`src/rtl/moving_average_multichannel.sv`:
```
// Multichannel power-of-two moving average.
//
// Up to CHANNELS time-interleaved sample streams share one datapath. Each channel
// keeps a running sum of its last 2^k samples (k = win_log2, changeable at run
// time up to MAX_N). The average is the sum shifted right by k, so a partially
// filled window is still divided by the full 2^k.
//
// Ports:
//   clk, reset_n       clock, asynchronous active-low reset
//   cfg_load           pulse: adopt cfg_win_log2 (clamped to MAX_N), flush all channels
//   cfg_win_log2       requested window log2
//   in_valid/chan/data sample input; channels >= CHANNELS are ignored
//   out_valid/chan     average qualifier and channel tag, 2 cycles after the sample
//   out_data           signed average
//   out_full           channel window held 2^k samples when this average was formed
//   win_log2           currently active window log2
module moving_average_multichannel #(
    parameter int DATA_WIDTH = 16,
    parameter int MAX_N      = 3,
    parameter int CHANNELS   = 4,
    parameter int ROUND      = 0,
    localparam int KW = (MAX_N > 0) ? $clog2(MAX_N + 1) : 1,
    localparam int CW = (CHANNELS > 1) ? $clog2(CHANNELS) : 1
) (
    input  logic                         clk,
    input  logic                         reset_n,
    input  logic                         cfg_load,
    input  logic [KW-1:0]                cfg_win_log2,
    input  logic                         in_valid,
    input  logic [CW-1:0]                in_chan,
    input  logic signed [DATA_WIDTH-1:0] in_data,
    output logic                         out_valid,
    output logic [CW-1:0]                out_chan,
    output logic signed [DATA_WIDTH-1:0] out_data,
    output logic                         out_full,
    output logic [KW-1:0]                win_log2
);
    localparam int AW    = DATA_WIDTH + MAX_N;
    localparam int DEPTH = 1 << MAX_N;
    localparam int CNTW  = MAX_N + 1;

    // Per-channel state
    logic signed [AW-1:0]         acc_q  [CHANNELS];
    logic [CNTW-1:0]              cnt_q  [CHANNELS];
    logic [MAX_N-1:0]             wptr_q [CHANNELS];
    logic signed [DATA_WIDTH-1:0] hist_q [CHANNELS][DEPTH];
    logic [KW-1:0]                win_log2_q;

    // Stage 1: updated sum plus the k it must be divided by
    logic                         s1_valid_q;
    logic [CW-1:0]                s1_chan_q;
    logic signed [AW-1:0]         s1_acc_q;
    logic                         s1_full_q;
    logic [KW-1:0]                s1_k_q;

    logic                         in_range;
    logic                         accept;
    logic [CW-1:0]                ch_idx;
    logic [CNTW-1:0]              win;
    logic [CNTW-1:0]              cnt_cur;
    logic [CNTW-1:0]              cnt_nxt;
    logic [MAX_N-1:0]             wptr_cur;
    logic [MAX_N-1:0]             old_idx;
    logic                         full_before;
    logic signed [AW-1:0]         sample_ext;
    logic signed [AW-1:0]         drop;
    logic signed [AW-1:0]         acc_nxt;

    logic signed [AW:0]           rnd;
    logic signed [AW:0]           sum;
    logic signed [DATA_WIDTH-1:0] avg_d;

    // Channel state is committed in the accepting cycle, so a back-to-back sample
    // on the same channel already sees the updated acc/cnt/wptr.
    always_comb begin
        in_range    = int'(in_chan) < CHANNELS;
        accept      = in_valid && !cfg_load && in_range;
        ch_idx      = in_range ? in_chan : '0;
        win         = CNTW'(1) << win_log2_q;
        cnt_cur     = cnt_q[ch_idx];
        wptr_cur    = wptr_q[ch_idx];
        full_before = (cnt_cur == win);
        // Oldest sample of a full window; for W = 2^MAX_N this is the slot being overwritten.
        old_idx     = wptr_cur - win[MAX_N-1:0];
        sample_ext  = {{MAX_N{in_data[DATA_WIDTH-1]}}, in_data};
        drop        = '0;
        if (full_before) begin
            drop = {{MAX_N{hist_q[ch_idx][old_idx][DATA_WIDTH-1]}}, hist_q[ch_idx][old_idx]};
        end
        acc_nxt     = acc_q[ch_idx] + sample_ext - drop;
        cnt_nxt     = full_before ? cnt_cur : cnt_cur + CNTW'(1);
    end

    always_ff @(posedge clk or negedge reset_n) begin
        if (!reset_n) begin
            win_log2_q <= KW'(MAX_N);
            for (int c = 0; c < CHANNELS; c++) begin
                acc_q[c]  <= '0;
                cnt_q[c]  <= '0;
                wptr_q[c] <= '0;
            end
        end else if (cfg_load) begin
            win_log2_q <= (int'(cfg_win_log2) > MAX_N) ? KW'(MAX_N) : cfg_win_log2;
            for (int c = 0; c < CHANNELS; c++) begin
                acc_q[c]  <= '0;
                cnt_q[c]  <= '0;
                wptr_q[c] <= '0;
            end
        end else if (accept) begin
            acc_q[ch_idx]  <= acc_nxt;
            cnt_q[ch_idx]  <= cnt_nxt;
            wptr_q[ch_idx] <= wptr_cur + MAX_N'(1);
        end
    end

    // History is never read before it is written, so it carries no reset.
    always_ff @(posedge clk) begin
        if (accept) begin
            hist_q[ch_idx][wptr_cur] <= in_data;
        end
    end

    always_ff @(posedge clk or negedge reset_n) begin
        if (!reset_n) begin
            s1_valid_q <= 1'b0;
            s1_chan_q  <= '0;
            s1_acc_q   <= '0;
            s1_full_q  <= 1'b0;
            s1_k_q     <= '0;
        end else begin
            s1_valid_q <= accept;
            s1_chan_q  <= ch_idx;
            s1_acc_q   <= acc_nxt;
            s1_full_q  <= (cnt_nxt == win);
            // k travels with the sum so averages in flight across cfg_load keep the old k.
            s1_k_q     <= win_log2_q;
        end
    end

    // One guard bit keeps the rounding add from overflowing the signed sum.
    always_comb begin
        rnd = '0;
        if (ROUND != 0 && s1_k_q != '0) begin
            rnd = (AW + 1)'(1) << (s1_k_q - KW'(1));
        end
        sum   = {s1_acc_q[AW-1], s1_acc_q} + rnd;
        avg_d = DATA_WIDTH'(sum >>> s1_k_q);
    end

    always_ff @(posedge clk or negedge reset_n) begin
        if (!reset_n) begin
            out_valid <= 1'b0;
            out_chan  <= '0;
            out_data  <= '0;
            out_full  <= 1'b0;
        end else begin
            out_valid <= s1_valid_q;
            out_chan  <= s1_chan_q;
            out_data  <= avg_d;
            out_full  <= s1_full_q;
        end
    end

    assign win_log2 = win_log2_q;

endmodule

```
`config.mk`:
```
export PLATFORM = sky130hd
export DESIGN_NAME = moving_average_multichannel
export DESIGN_NICKNAME = d
export VERILOG_FILES = /design/src/rtl/moving_average_multichannel.sv
export SDC_FILE = /design/constraint.sdc
export NUM_CORES = 1
export LEC_CHECK = 0
export ABC_AREA = 0
export CAP_MARGIN = 20
export CORE_AREA = 2 2 185 278
export DETAILED_ROUTE_END_ITERATION = 16
export DIE_AREA = 0 0 187 280
export PLACE_DENSITY_LB_ADDON = 0.15
export SKIP_CTS_REPAIR_TIMING = 1
export SLEW_MARGIN = 20
export SYNTH_ARGS = -nofsm -noshare
export SYNTH_HDL_FRONTEND = slang
export SYNTH_SLANG_ARGS = --single-unit
export TNS_END_PERCENT = 100
```
`constraint.sdc`:
```
create_clock -name clk -period 5.6 [get_ports clk]
set_input_delay 1.12 -clock clk [delete_from_list [all_inputs] [get_ports clk]]
set_output_delay 1.12 -clock clk [all_outputs]
set_load 0.05 [all_outputs]
```
==> results <==
-- where the power goes --
group          leakage, nW  switching [mW]  total [mW]  internal [mW]
clock                0.979            1.80        4.16           2.36
sequential            6.59           0.133        5.66           5.53
combinational         3.73            1.34        2.33          0.991
total                 11.3            3.26        12.1           8.88
-- area by class of cell --
type                       count  area (µm²)
clock buffer                  71        1560
sequential                   663       19200
inverter                      71         267
timing repair buffer         159        1410
multi-input combinational    680        8170
clock inverter                39         445
tap                          669         837
fill                        3532       18300
-- per-layer routing --
metal	share of wire, %	wire (µm)	global-route usage (%)	up-vias
met5	0	0	0	-
met4	4.3	2800	10.8	0
met3	5.5	3610	2.94	137
met2	53	34700	45.9	548
met1	37	24500	32.5	7733
li1	-	-	-	6239
-- worst paths after layout --
kind	start	endpoint	slack [ns]	depth (start not counted)
max	in_chan[0]	acc_q[14]	0.50	16
min	s1_valid_q	out_valid	0.35	0
max reg2reg	win_log2[1]	acc_q[14]	0.63	17
min reg2reg	s1_valid_q	out_valid	0.35	0
max in group asynchronous	reset_n	out_data[3]	3.73	2
min in group asynchronous	reset_n	out_full	0.58	1
-- cell families (layout without fill, tap and decap cells) --
| logic type | Yosys count | count (layout) | share of synthesized area [%] |
|---|---|---|---|
| XOR/XNOR | 20 | 20 | 0.698 |
| multiplexers | 224 | 224 | 17.1 |
| AO/OA/AOI/OAI | 186 | 186 | 5.00 |
| flip-flops | 663 | 663 | 69.0 |
| buffers and inverters | 151 | 340 | 2.32 |
| AND/OR/NAND/NOR | 207 | 207 | 3.44 |
| adder cells (fa/ha/maj) | 43 | 43 | 2.44 |
-- registers in the layout (all words and copies together) (netlist names) --
register / cells
acc_q: 76
cnt_q: 16
s1_chan_q: 2
win_log2: 2
out_data: 16
out_chan: 2
s1_valid_q: 1
out_valid: 1
wptr_q: 12
s1_acc_q: 19
s1_full_q: 1
hist_q: 512
s1_k_q: 2
out_full: 1
-- cells in the mapped netlist (6+ instances only) --
cell	instances
a21oi_1	27
edfxtp_1	512
o31ai_1	16
ha_1	23
a21o_1	8
buf_2	33
clkbuf_1	32
nand2_1	79
dfrtp_1	149
mux4_2	201
a211o_1	7
a22o_1	60
xnor2_1	13
mux2i_1	21
inv_1	70
nand3_1	11
xor2_1	6
buf_1	8
o21ai_0	26
fa_1	19
nor2_1	67
nand4_1	7
nor2b_1	7
-- through the flow --
step	cell area [µm²]	cells	power, mW	TNS [ns]
detailed placement	29800	2242	8.09	-0.770
finish	31800	2352	12.1	0
global placement	29800	2242	8.05	-0.200
CTS	31800	2352	12.2	0
floorplan	27900	1494	7.23	-0.103
global route	31800	2352	12.6	0
==> metrics.md <==
| Metric | Value |
|---|---|
| Count of final hold-check violations | 0 |
| Overall track demand over capacity in global routing | between 20% and 30% |
| Total I/O pin count | 46 |
| Detailed router's first-iteration violation count | 1226 |
| Highest clock rate | around 200 MHz |
| Unrepaired setup endpoints after global routing | false |
| Final count of negative-setup-slack endpoints | 0 |
| PwrDens | 381 nW/µm² |
| Number of library cell types mapped by synthesis | 64 |
| Number of enable flip-flop cells after synthesis | 512 |
| Fraction of layout cells with a size suffix above 1 | 28.1% |
| Top cells by area in the synthesized netlist | edfxtp_1 (55%), mux4_2 (16%), dfrtp_1 (13%) |
| Count of buffers inserted at the top-level ports | 45 |
| Horizontal extent of the die | between 150 and 200 µm |
| Area overhead of the layout relative to synthesis | 14.6% |
| Global placement routability congestion | 0.870 |
| Most instantiated flip-flop cell in the synthesis netlist | edfxtp_1 |
| Number of violations of the max-capacitance limit | 0 |
| Number of global-route vias before repair | 15500 |
| Cell breakdown of the critical path | buf_8 > buf_4 > buf_4 > mux4_2 > mux4_2 > mux2i_1 > nor2_1 > fa_1 > inv_1 > ha_1 > nand2_1 > o21a_1 > o21ai_0 > a21oi_1 > xnor2_1 > a22o_1 |
| Number of warning messages in the yosys log | 0 |
| Post-route setup slack | roughly 0.50 ns |
| Detail-routed via count per cell | 6.23 |
| H-tree level count | 2 |
| Critical path's top delay family | multiplexers |
| Share of the clock period used by the worst path | about 90% |
| Worst path required time | about 6 ns |
| Synthesized netlist net count | roughly 1600 |
| Row Count | approximately 100 |
| Starting utilization of the core area | 55.4% |
| Initial antenna violation count | 0 |
| Per-cell routed wire length | 27.9 µm |
| FFs w/ async S/R, synth | roughly 23% |
| Placed wire-length estimate | approximately 41000 µm |
| Clock slew at the register clock pins of the worst setup and hold paths | ~0.06 ns |
| TritonCTS buffer count | 59 |
| Yosys top cell by area | edfxtp_1 |
| Post-Syn Area | roughly 28000 µm² |
| Critical Path Start Type | primary input |
| Slew at the pin closest to its max-slew limit | roughly 0.97 ns |
| Critical Path AT | approximately 5.6 ns |
| Die outline area | 52400 µm² |
| DRC violations left | 0 |
| Mean Syn Cell Area | 18.6 µm² |
| Count of buffering cells on the critical path with inverters included | 4 |
| Die height | ~280 µm |
| Critical path capture point type | flip-flop |
| Most used cells in the layout excluding fill and tap cells | edfxtp_1 (512), mux4_2 (201), dfrtp_1 (149), buf_4 (106), nand2_1 (79) |
| Worst slew slack as a fraction of its limit | a little over a third |
| Area of the core | 50200 µm² |
| CP Max Fanout | 17 |
| Library cell contributing the largest single delay on the critical path | mux4_2 |
| Root cell of the clock tree | clkbuf_16 |
| Final global-route overflow total | 0 |
| Remaining number of nets flagged by the antenna check after routing | 0 |
| Wire length of the first global-routing pass | about 99000 µm |
| Kind of critical path | in2reg |
| IR Drop Worst-Case VDD | between 0.0003 and 0.0004 V |
| Routed vias | between 10000 and 15000 |
| Core occupancy in the finished layout | between 60% and 70% |
| Sequential share of the synthesized area | between 60 and 70% |
| Commonest non-fill, non-tap cell in the layout | edfxtp_1 |
| Yosys top cell area share | approximately 55% |
| Nets | 1700 |
| Drt first pass iters | 5 |
| Number of antenna repair diodes | 0 |
| Largest incremental delay on the critical path | approximately 0.55 ns |
| Leakage power total | approximately 11 nW |
| Number of pins exceeding their max-slew limit in the final report | 0 |
| Largest clock skew in the final design | about 0.019 ns |
| Synth Register Bits | between 600 and 700 |
| CTS tree | built |
| Clock sink total | about 660 |
| Worst setup slack after placement | -0.118 ns |
| Cell count after synthesis | 1494 |
| Largest net degree at the start of global routing | 95 |
| Worst skew pair latency | about 0.62 ns |
| Hold Path Class | reg2reg |
| Hold_ws | around 0.35 ns |
| Maximum root-to-sink buffer count | 3 |
| Clock period minus final worst setup slack | 5.10 ns |
| Wire length reported by the detailed router | around 66000 µm |
| Status | finished, final reports clean |
(Power assumes the default switching activity.)
